$ cat config.mk
export PLATFORM = sky130hd
export DESIGN_NAME = dcache_ctrl
export DESIGN_NICKNAME = d
export VERILOG_FILES = /design/src/rtl/dcache_ctrl.sv
export SDC_FILE = /design/constraint.sdc
export NUM_CORES = 1
export LEC_CHECK = 0
export ABC_AREA = 1
export CORE_AREA = 2 2 101 79
export DETAILED_ROUTE_END_ITERATION = 10
export DIE_AREA = 0 0 103 81
export GPL_ROUTABILITY_DRIVEN = 1
export PLACE_DENSITY_LB_ADDON = 0.12
export SYNTH_ARGS = -nofsm -noshare
export SYNTH_HDL_FRONTEND = slang
export SYNTH_SLANG_ARGS = --single-unit
$ cat constraint.sdc
create_clock -name clk -period 2.15 [get_ports clk]
set_clock_uncertainty 0.1 [all_clocks]
set_input_delay 0.43 -clock clk [delete_from_list [all_inputs] [get_ports clk]]
set_output_delay 0.43 -clock clk [all_outputs]
set_load 0.05 [all_outputs]
$ cat src/rtl/dcache_ctrl.sv
// Blocking write-back data-cache controller: hit/miss handling, dirty-line writeback,
// line allocate/refill sequencing and a wrapping miss counter.
module dcache_ctrl #(
  parameter int IDX   = 12,
  parameter int TAG   = 9,
  parameter int CNT_W = 32
) (
  input  logic               clk,
  input  logic               rst,
  input  logic               cpu_req,
  input  logic               cpu_we,
  input  logic [IDX-1:0]     cpu_index,
  input  logic [TAG-1:0]     cpu_tag,
  input  logic               tag_hit,
  input  logic               tag_dirty,
  input  logic [TAG-1:0]     tag_old,
  input  logic               mem_ready,
  output logic               cpu_stall,
  output logic               replace_tag,
  output logic               valid_out,
  output logic               dirty_out,
  output logic               data_we,
  output logic               fill_we,
  output logic               mem_rd_req,
  output logic               mem_wr_req,
  output logic [TAG+IDX-1:0] mem_addr,
  output logic [CNT_W-1:0]   miss_count
);

  typedef enum logic [1:0] {IDLE, WRITEBACK, ALLOCATE, REFILL} state_t;

  state_t               state_q, state_d;
  logic [CNT_W-1:0]     miss_count_q, miss_count_d;
  logic [TAG+IDX-1:0]   mem_addr_q, mem_addr_d;
  logic [TAG-1:0]       req_tag_q, req_tag_d;

  always_ff @(posedge clk or posedge rst) begin
    if (rst) begin
      state_q      <= IDLE;
      miss_count_q <= '0;
    end else begin
      state_q      <= state_d;
      miss_count_q <= miss_count_d;
    end
  end

  // Transfer address is captured at the miss so it stays constant even if the CPU drops its request.
  always_ff @(posedge clk) begin
    mem_addr_q <= mem_addr_d;
    req_tag_q  <= req_tag_d;
  end

  always_comb begin
    state_d      = state_q;
    miss_count_d = miss_count_q;
    mem_addr_d   = mem_addr_q;
    req_tag_d    = req_tag_q;
    unique case (state_q)
      IDLE: begin
        if (cpu_req && !tag_hit) begin
          miss_count_d = miss_count_q + CNT_W'(1);
          req_tag_d    = cpu_tag;
          if (tag_dirty) begin
            state_d    = WRITEBACK;
            mem_addr_d = {tag_old, cpu_index};
          end else begin
            state_d    = ALLOCATE;
            mem_addr_d = {cpu_tag, cpu_index};
          end
        end
      end
      WRITEBACK: begin
        if (mem_ready) begin
          state_d    = ALLOCATE;
          mem_addr_d = {req_tag_q, mem_addr_q[IDX-1:0]};
        end
      end
      ALLOCATE: begin
        if (mem_ready) state_d = REFILL;
      end
      REFILL:  state_d = IDLE;
      default: state_d = IDLE;
    endcase
  end

  always_comb begin
    cpu_stall   = 1'b0;
    replace_tag = 1'b0;
    valid_out   = 1'b0;
    dirty_out   = 1'b0;
    data_we     = 1'b0;
    fill_we     = 1'b0;
    mem_rd_req  = 1'b0;
    mem_wr_req  = 1'b0;
    mem_addr    = '0;
    unique case (state_q)
      IDLE: begin
        if (cpu_req) begin
          if (!tag_hit) begin
            cpu_stall = 1'b1;
          end else if (cpu_we) begin
            data_we     = 1'b1;
            replace_tag = 1'b1;
            valid_out   = 1'b1;
            dirty_out   = 1'b1;
          end
        end
      end
      WRITEBACK: begin
        cpu_stall  = 1'b1;
        mem_wr_req = 1'b1;
        mem_addr   = mem_addr_q;
      end
      ALLOCATE: begin
        cpu_stall  = 1'b1;
        mem_rd_req = 1'b1;
        mem_addr   = mem_addr_q;
        if (mem_ready) begin
          fill_we     = 1'b1;
          replace_tag = 1'b1;
          valid_out   = 1'b1;
        end
      end
      REFILL:  cpu_stall = 1'b1;
      default: cpu_stall = 1'b0;
    endcase
  end

  assign miss_count = miss_count_q;

endmodule

==> reports/results.tsv <==
metric	value	unit
die height	81	µm
Max-Slew Margin vs Limit	65.5	%
CP arrival	1560	ps
CTS tree	yes	
Top Usage Layer GRT	met2	
Final nets	586	
Initial Util	45.5	%
crit start category	input port	
FMAX	477	MHz
Worst Path Required	1620	ps
H-tree levels	3	
Syn Nets	473	
cells after synthesis	431	
total track usage	21.2	%
number of antenna diodes	0	
final hold slack	385	ps
Final Hold Vio Count	0	
vias per cell	4.76	
drt pass-1 iters	4	
Std-Cell Rows	28	
GR Layer Usage met3	6.28	%
clk buf depth	2	
# clock sinks	64	
clock latency on the worst-skew pair	340	ps
Netlist cell types	26	
root buffer cell	clkbuf_8	
CP Capture Type	output pin	
Max-Cap Viols	0	
run status	finished, final reports clean	
Post-Syn Area	0.00341	mm²
non-filler instance count after layout	654	
Iter 0 DRT Violations	159	
Pint	4.07	mW
synthesis-to-finish area growth	51.4	%
core footprint	0.00750	mm²
Seq/Total Area, Yosys	51.4	%
worst-margin pin slew	516	ps
DRT antenna net count	0	
Critical Setup Path Class	input port to output pin	
Detail Placement HPWL	6.34	mm
Top Ports	98	
Clk pwr share	18.2	%
Die W	103	µm
gr ovfl total	0	
PwrDens	1350	mW/mm²
CTS Buf Count	9	
Max FO, Critical Path	3	
grt met2 use	33.0	%
Die Area	0.00834	mm²
Switch Pwr	2.89	mW
first-pass GRT wire length	13.4	mm
Worst Hold Class	input port to asynchronous set/reset pin	
vias in the first global route	2848	
Yosys warnings	0	
final wirelength	8.74	mm
layout cell share with drive strength beyond 1	19.1	%
drt wl/cell	13.4	µm
largest net degree at the start of global routing	35	
switch share	41.5	%
Placed Cells	634	
Lkg Pwr	2.51	nW
fin crit period	2090	ps
Final period util	97.4	%
Peak VDD IR	0.890	mV
share of power burned in registers	23.8	%
combinational power share	58.0	%
Synth Register Bits	64	
via count	3110	
DRC Markers	0	
Slew Limit Fails	0	
GR Layer Usage met1	29.2	%
final setup fails	0	
RD Place Congestion	0.912	
Avg Inst Size Synth	7.91	µm²
clock slew at reported path FFs	80	ps
initial antenna violation count	0	
Port Buffers	97	
cts hold-fix bufs	0	
[cells in the mapped netlist]
library cell  count  area [µm²]
nand2_1         138         518
nor2_1           66         248
inv_1            64         240
dfrtp_1          34         851
edfxtp_1         30         901
a21oi_1          19        95.1
nand3_1          19        95.1
xor2_1            9        78.8
nand3b_1          8        60.1
o21ai_0           7        35.0
clkbuf_1          5        18.8
ha_1              5        62.6
nor2_2            5        31.3
buf_4             3        22.5
nor2_4            3        33.8
xnor2_1           3        26.3
inv_2             2        7.51
nand4_1           2        12.5
o21a_1            2        15.0
buf_6             1        11.3
clkinv_1          1        3.75
nand2_2           1        6.26
nand3_2           1        10.0
nand3_4           1        17.5
nor3_1            1        5.00
o21ai_1           1        5.00
[cell usage in the layout, fill, tap and decap left out, types with 9 or more instances in the layout]
master	Yosys	final
nand3_1	19	19
edfxtp_1	30	30
inv_2	2	17
xor2_1	9	9
clkdlybuf4s50_1	0	36
buf_4	3	25
dlymetal6s2s_1	0	11
buf_12	0	30
clkbuf_8	0	9
nor2_1	66	65
a21oi_1	19	19
dfrtp_1	34	34
inv_1	64	49
nand2_1	138	138
[final timing paths]
path	start	depth (start not counted)	slack, ps	to
max	cpu_req	4	60	valid_out
max reg2reg	miss_count[1]	8	270	miss_count[28]
min in group clk	miss_count[31]	2	410	miss_count[31]
min	rst	3	380	miss_count[0]
max in group asynchronous	rst	3	1250	miss_count[24]
min reg2reg	miss_count[31]	2	410	miss_count[31]
[power by group through the flow]
stage | Sequential (mW) | Clock (mW) | Combinational [mW]
final | 1.65 | 1.27 | 4.04
after global routing | 1.68 | 1.35 | 4.25
after CTS | 1.65 | 1.30 | 3.77
after detailed placement | 1.68 | 0 | 3.67
after global placement | 1.67 | 0 | 3.63
after floorplan | 1.79 | 0 | 1.83
[per-stage QoR]
| stage | worst slack (ps) | setup TNS [ps] | utilization (%) | power [mW] | cell area [µm²] |
|---|---|---|---|---|---|
| 2_1_floorplan | -58.8 | -58.8 | - | 3.62 | 3420 |
| 3_3_place_gp | 116 | 0 | 64.0 | 5.30 | 4790 |
| 3_5_place_dp | 39.7 | 0 | 64.0 | 5.35 | 4790 |
| 4_1_cts | -13.3 | -23.0 | 67.6 | 6.72 | 5060 |
| 5_1_grt | -10.6 | -55.4 | 68.9 | 7.28 | 5160 |
| 6_report | 55.1 | 0 | 68.9 | 6.96 | 5160 |
[metal layers]
layer	share of wire (%)	routed length [µm]
met2	47	4140
met5	0	0
met1	47	4070
met4	0.63	55
met3	5.4	476
[cell type report]
| cell class | instances | area, µm² |
|---|---|---|
| Fill cell | 606 | 2330 |
| Sequential cell | 64 | 1750 |
| Multi-Input combinational cell | 291 | 1400 |
| Timing Repair Buffer | 111 | 1390 |
| Inverter | 67 | 251 |
| Tap cell | 105 | 131 |
| Clock buffer | 9 | 124 |
| Clock inverter | 7 | 119 |
[kinds of logic after synthesis]
| kind of cell | share of synthesized area [%] |
|---|---|
| simple gates | 30.4 |
| buf+inv | 8.91 |
| flops | 51.4 |
| compound gates | 4.40 |
| xor+xnor | 3.08 |
| fa+ha+maj | 1.83 |
[state kept, by name (all words and copies together) (netlist names)]
register,flops
mem_addr_q,21
miss_count,32
req_tag_q,9
state_q,2
[what timing repair did]
| action | CTS | global route |
|---|---|---|
| setup buffers | 1 | 1 |
| pin swaps | 0 | 1 |
| setup endpoints to repair | 31 | 34 |
| cloned | 0 | 2 |
| gates resized for setup | 12 | 30 |
[worst max-delay path, stage by stage]
cell and delay, ps:
clkdlybuf4s50_1 520, nand3_1 200, o21ai_4 250, buf_12 170
(Power assumes the default switching activity.)
